==> config.mk <==
export PLATFORM = sky130hd
export DESIGN_NAME = stack_ctrl
export DESIGN_NICKNAME = d
export VERILOG_FILES = /design/src/rtl/stack_pkg.sv /design/src/rtl/stack_ptr.sv /design/src/rtl/stack_ctrl.sv
export SDC_FILE = /design/constraint.sdc
export NUM_CORES = 1
export LEC_CHECK = 0
export ABC_AREA = 1
export BUFFER_PORTS_ARGS = -buffer_cell sky130_fd_sc_hd__buf_4
export CAP_MARGIN = 20
export CORE_MARGIN = 2
export CORE_UTILIZATION = 40
export DETAILED_ROUTE_END_ITERATION = 7
export GPL_TIMING_DRIVEN = 1
export PLACE_DENSITY = 0.69
export SLEW_MARGIN = 10
export SYNTH_ARGS = -nofsm -noshare
export SYNTH_HDL_FRONTEND = slang
export SYNTH_SLANG_ARGS = --single-unit
==> constraint.sdc <==
create_clock -name clk -period 4.5 [get_ports clk]
set_clock_uncertainty 0.2 [all_clocks]
set_input_delay 0.675 -clock clk [delete_from_list [all_inputs] [get_ports clk]]
set_output_delay 0.675 -clock clk [all_outputs]
set_load 0.01 [all_outputs]
==> src/rtl/stack_pkg.sv <==
// Shared types and defaults for the stack controller: FSM states, command
// encoding and default geometry.
package stack_pkg;

  localparam int WIDTH_DEF = 8;
  localparam int DEPTH_DEF = 8;
  localparam int SP_W      = $clog2(DEPTH_DEF) + 1;

  typedef enum logic [2:0] {
    ST_IDLE,
    ST_WR,
    ST_RD,
    ST_CAP,
    ST_DONE
  } state_t;

  typedef enum logic [1:0] {
    OP_PUSH,
    OP_POP,
    OP_TOS
  } op_t;

endpackage

==> src/rtl/stack_ptr.sv <==
// Stack pointer: entry count with one extra MSB so that full and empty are
// distinct; wraps modulo 2*DEPTH.
module stack_ptr #(
  parameter int DEPTH = 8
) (
  input  logic                 clk,
  input  logic                 rst,
  input  logic                 inc,
  input  logic                 dec,
  input  logic                 clear,
  output logic [$clog2(DEPTH):0] sp,
  output logic                 full,
  output logic                 empty
);

  localparam int SPW = $clog2(DEPTH) + 1;

  always_ff @(posedge clk or posedge rst) begin
    if (rst) begin
      sp <= '0;
    end else if (clear) begin
      sp <= '0;
    end else if (inc) begin
      sp <= sp + SPW'(1);
    end else if (dec) begin
      sp <= sp - SPW'(1);
    end
  end

  assign empty = (sp == '0);
  assign full  = (sp == SPW'(DEPTH));

endmodule

==> src/rtl/stack_ctrl.sv <==
// Stack controller driving an external single-port RAM (push / pop / tos).
// Define STACK_BOUNDS_CHECK_EN to reject push-when-full and pop/tos-when-empty
// with a sticky err flag; otherwise the pointer simply wraps.
module stack_ctrl
  import stack_pkg::*;
#(
  parameter int WIDTH = WIDTH_DEF,
  parameter int DEPTH = DEPTH_DEF
) (
  input  logic                   clk,
  input  logic                   rst,
  input  logic                   req_push,
  input  logic                   req_pop,
  input  logic                   req_tos,
  input  logic [WIDTH-1:0]       din,
  output logic [WIDTH-1:0]       dout,
  output logic                   busy,
  output logic                   done,
  output logic                   empty,
  output logic                   full,
`ifdef STACK_BOUNDS_CHECK_EN
  output logic                   err,
`endif
  output logic [$clog2(DEPTH):0] sp,
  output logic [$clog2(DEPTH)-1:0] ram_addr,
  output logic [WIDTH-1:0]       ram_wdata,
  output logic                   ram_we,
  output logic                   ram_re,
  input  logic [WIDTH-1:0]       ram_rdata
);

  localparam int AW = $clog2(DEPTH);

  state_t           state, state_nxt;
  op_t              req_op, op_q;
  logic             any_req, accept, bad_req;
  logic             sp_inc, sp_dec;
  logic [WIDTH-1:0] din_q;
  logic [AW-1:0]    sp_lo;

  assign any_req = req_push | req_pop | req_tos;
  assign accept  = (state == ST_IDLE) && any_req;
  assign req_op  = req_push ? OP_PUSH : (req_pop ? OP_POP : OP_TOS);
  assign sp_lo   = sp[AW-1:0];

`ifdef STACK_BOUNDS_CHECK_EN
  assign bad_req = (req_op == OP_PUSH) ? full : empty;
`else
  assign bad_req = 1'b0;
`endif

  stack_ptr #(.DEPTH(DEPTH)) u_ptr (
    .clk   (clk),
    .rst   (rst),
    .inc   (sp_inc),
    .dec   (sp_dec),
    .clear (1'b0),
    .sp    (sp),
    .full  (full),
    .empty (empty)
  );

  always_ff @(posedge clk or posedge rst) begin
    if (rst) begin
      state <= ST_IDLE;
    end else begin
      state <= state_nxt;
    end
  end

  always_comb begin
    state_nxt = state;
    case (state)
      ST_IDLE: begin
        if (any_req) begin
          if (bad_req)                 state_nxt = ST_DONE;
          else if (req_op == OP_PUSH)  state_nxt = ST_WR;
          else                         state_nxt = ST_RD;
        end
      end
      ST_WR:   state_nxt = ST_DONE;
      ST_RD:   state_nxt = ST_CAP;
      ST_CAP:  state_nxt = ST_DONE;
      ST_DONE: state_nxt = ST_IDLE;
      default: state_nxt = ST_IDLE;
    endcase
  end

  // Strobes and pointer updates are pure decodes of the current state.
  always_comb begin
    ram_we   = 1'b0;
    ram_re   = 1'b0;
    ram_addr = '0;
    sp_inc   = 1'b0;
    sp_dec   = 1'b0;
    busy     = (state != ST_IDLE);
    done     = (state == ST_DONE);
    case (state)
      ST_WR: begin
        ram_we   = 1'b1;
        ram_addr = sp_lo;
        sp_inc   = 1'b1;
      end
      ST_RD: begin
        ram_re   = 1'b1;
        ram_addr = sp_lo - AW'(1);
        sp_dec   = (op_q == OP_POP);
      end
      default: ;
    endcase
  end

  assign ram_wdata = din_q;

  // Command capture on the accepting edge
  always_ff @(posedge clk) begin
    if (accept) begin
      op_q  <= req_op;
      din_q <= din;
    end
  end

  always_ff @(posedge clk or posedge rst) begin
    if (rst) begin
      dout <= '0;
    end else if (state == ST_CAP) begin
      dout <= ram_rdata;
    end
  end

`ifdef STACK_BOUNDS_CHECK_EN
  always_ff @(posedge clk or posedge rst) begin
    if (rst) begin
      err <= 1'b0;
    end else if (accept && bad_req) begin
      err <= 1'b1;
    end
  end
`endif

endmodule

==> summary.md <==
Outcome
- run status: completed

Power and ir drop
- maximum resistive drop on vdd: 0.000514 V
- Lkg Pwr: 0.849 nW
- Cell Pwr Density: 716 mW/mm^2

STA
- setup TNS: 0 ns
- max-slew headroom at the worst pin: 0.341
- highest clock frequency the design can meet: 371 MHz
- slew at the pin with the worst max-slew slack: 0.988 ns
- Max Slew Vio Count: 0
- setup repair after global routing missed its margin: no
- hold violation count in the final report: 0
- shortest clock period the worst path allows after layout: 2.69 ns
- Tcrit/Tclk final: 0.598
- setup violation total in the final timing report: 0

Finish
- fin area: 0.00160 mm^2
- Layout Area Growth over Synthesis: 35.2%
- number of nets in the finished design: 203
- antenna fix cells: 0
- number of fillers in the final layout: 261
- fraction of final layout cells with drive strength greater than 1: 0.349

Synth
- number of storage elements in the synthesis netlist: 25
- Syn Std Cell Area: 0.00118 mm^2
- library cells used by synthesis: 20
- number of nets in the synthesized netlist: 151
- Post-Syn Area per Cell: 9.55 um^2
- fraction of synthesized cell area taken by the top area cell type: 0.317
- number of instances in the synthesized netlist: 124
- main area contributors after synthesis: sky130_fd_sc_hd__dfrtp_1 (32%), sky130_fd_sc_hd__edfxtp_1 (25%), sky130_fd_sc_hd__nand2_1 (11%)
- total number of yosys warnings: 0
- post-synth top area cell: sky130_fd_sc_hd__dfrtp_1
- share of the yosys chip area belonging to registers: 0.571

Floorplanning
- ports placed on the boundary: 50
- number of rows created at floorplan: 19
- vertical die dimension: 58.4 um
- initial standard-cell utilization of the core: 0.426
- area of the die: 0.00341 mm^2
- core region area: 0.00278 mm^2
- floorplan die width: 58.4 um

Global routing
- global-route congestion overflow total: 0
- number of global-route vias before repair: 1031
- Total GRT Usage: 0.170
- first-pass GRT wire length: 4460 um
- maximum number of pins on one net before global-route repair: 16
- initial antenna violation count: 0

Clock tree
- Post-CTS Repair Setup Buffers: 0
- TritonCTS sink count: 25
- Clock Path Buffers: 2
- maximum level of the CTS H-tree: 1
- Gates resized, CTS repair: 0
- TritonCTS clock tree: done
- later-pin clock latency in the skew report: 0.32 ns
- cts hold-fix bufs: 0
- Inserted Clock Buffers: 3
- root buf cell: sky130_fd_sc_hd__clkbuf_4
- clock transition at the register clock pins on the worst setup and hold paths after CTS: 0.13 ns

Route
- detailed-route vias per instance: 4.84
- via count: 998
- final routed DRC violation total: 0
- drt initial violations: 30
- number of routed nets with antenna violations: 0
- TritonRoute pass-1 iters: 4
- final wirelength: 2620 um
- routed length per placed instance: 12.7 um

Place
- final estimated routing congestion in global placement: 0.834
- total half-perimeter wirelength after legalization and detailed placement: 2060 um
- quantity of I/O buffers inserted on ports: 49
- Post-Place Cell Area: 0.00157 mm^2

Worst setup path
- Data required, critical path: 3.62 ns
- critical path start-end classification: reg -> out
- Data arrival, critical path: 1.82 ns
- critical path launch point: state[0]$_DFFE_PP0P_
- worst reg2reg startpoint: state[0]$_DFFE_PP0P_
- Worst Setup Start Kind: register
- biggest fanout along the worst timing path: 11
- kind of end point of the critical path: primary output

Min path
- hold crit path type: in -> async

Run
- number of violations of the max-capacitance limit: 0

## layout make-up
type | count | area [um^2] | share of cell area
Timing Repair Buffer | 49 | 368 | 0.230
Multi-Input combinational cell | 80 | 428 | 0.267
Inverter | 17 | 63.8 | 0.0399
Clock buffer | 4 | 26.3 | 0.0164
Sequential cell | 25 | 676 | 0.422
Tap cell | 31 | 38.8 | 0.0242
## synth_stat cells
library cell	instances
sky130_fd_sc_hd__nand2_1	34
sky130_fd_sc_hd__dfrtp_1	15
sky130_fd_sc_hd__inv_1	14
sky130_fd_sc_hd__nand3_1	14
sky130_fd_sc_hd__edfxtp_1	10
sky130_fd_sc_hd__nor2_1	9
sky130_fd_sc_hd__o21ai_1	6
sky130_fd_sc_hd__ha_1	5
sky130_fd_sc_hd__inv_2	3
sky130_fd_sc_hd__nand2_2	3
sky130_fd_sc_hd__nor2_4	2
sky130_fd_sc_hd__a21oi_1	1
sky130_fd_sc_hd__buf_2	1
sky130_fd_sc_hd__buf_6	1
sky130_fd_sc_hd__fa_1	1
sky130_fd_sc_hd__nand2_4	1
sky130_fd_sc_hd__nor3_1	1
sky130_fd_sc_hd__o21a_1	1
sky130_fd_sc_hd__o21ai_0	1
sky130_fd_sc_hd__xor2_1	1
## routing by layer
metal / vias up / global-route usage / wire length [um]
met5: - / 0 / 0
met4: 0 / 0.0399 / 22
met3: 2 / 0.0242 / 165
met2: 27 / 0.319 / 1350
met1: 471 / 0.203 / 1080
li1: 498 / - / -
## cell usage in the layout, fill, tap and decap left out, drive strengths merged
master | netlist | routed
edfxtp | 10 | 10
dfrtp | 15 | 15
o21ai | 7 | 7
nand2 | 38 | 38
nor2 | 11 | 11
xor2 | 1 | 1
a21oi | 1 | 1
nand3 | 14 | 14
clkbuf | 0 | 4
ha | 5 | 5
inv | 17 | 17
fa | 1 | 1
o21a | 1 | 1
buf | 2 | 49
nor3 | 1 | 1
## worst max-delay path: stages, from the launching register on
cell and delay [ns]:
sky130_fd_sc_hd__dfrtp_1 0.58, sky130_fd_sc_hd__inv_2 0.14, sky130_fd_sc_hd__nor2_4 0.11, sky130_fd_sc_hd__nand2_2 0.14, sky130_fd_sc_hd__inv_1 0.13, sky130_fd_sc_hd__ha_1 0.15, sky130_fd_sc_hd__nand2_1 0.05, sky130_fd_sc_hd__o21ai_1 0.07
sky130_fd_sc_hd__buf_4 0.13
## where the power goes
part / total [mW] / internal [mW] / switching (mW)
combinational: 0.615 / 0.272 / 0.344
sequential: 0.430 / 0.350 / 0.0803
clock: 0.0998 / 0.0347 / 0.0651
total: 1.15 / 0.656 / 0.489
## sequential cells by signal (all words and copies together) (netlist names)
| register | cells |
|---|---|
| ram_wdata | 8 |
| op_q | 2 |
| dout | 8 |
| u_ptr.sp | 4 |
| state | 3 |
## cell families (layout without fill, tap and decap cells)
logic type | Yosys count | after routing | synth area share
buffers and inverters | 19 | 70 | 0.0676
XOR/XNOR | 1 | 1 | 0.00740
AO/OA/AOI/OAI | 9 | 9 | 0.0402
flip-flops | 25 | 25 | 0.571
adder cells (fa/ha/maj) | 6 | 6 | 0.0698
AND/OR/NAND/NOR | 64 | 64 | 0.244
## final timing paths
kind	endpoint	slack [ns]	cells after the start
setup reg to reg	ram_wdata[0]$_DFFE_PP_	2.25	3
max in group asynchronous	dout[2]$_DFFE_PP0N_	3.52	2
min in group clk	dout[5]$_DFFE_PP0N_	0.29	2
hold reg to reg	dout[5]$_DFFE_PP0N_	0.29	2
hold / removal	dout[5]$_DFFE_PP0N_	0.20	2
setup / recovery	ram_addr[1]	1.81	8
## stage by stage
stage / setup WS [ns] / hold slack, ns / instances / utilization / power, mW
2_1_floorplan: 2.49 / 0.309 / 124 / - / 0.797
3_3_place_gp: 2.25 / 0.256 / 202 / 0.566 / 1.03
3_5_place_dp: 2.17 / 0.265 / 202 / 0.566 / 1.06
4_1_cts: 1.78 / 0.215 / 206 / 0.575 / 1.16
5_1_grt: 1.62 / 0.239 / 206 / 0.575 / 1.25
6_report: 1.81 / 0.202 / 206 / 0.575 / 1.15
No activity file was read; power rests on OpenSTA's default activity.
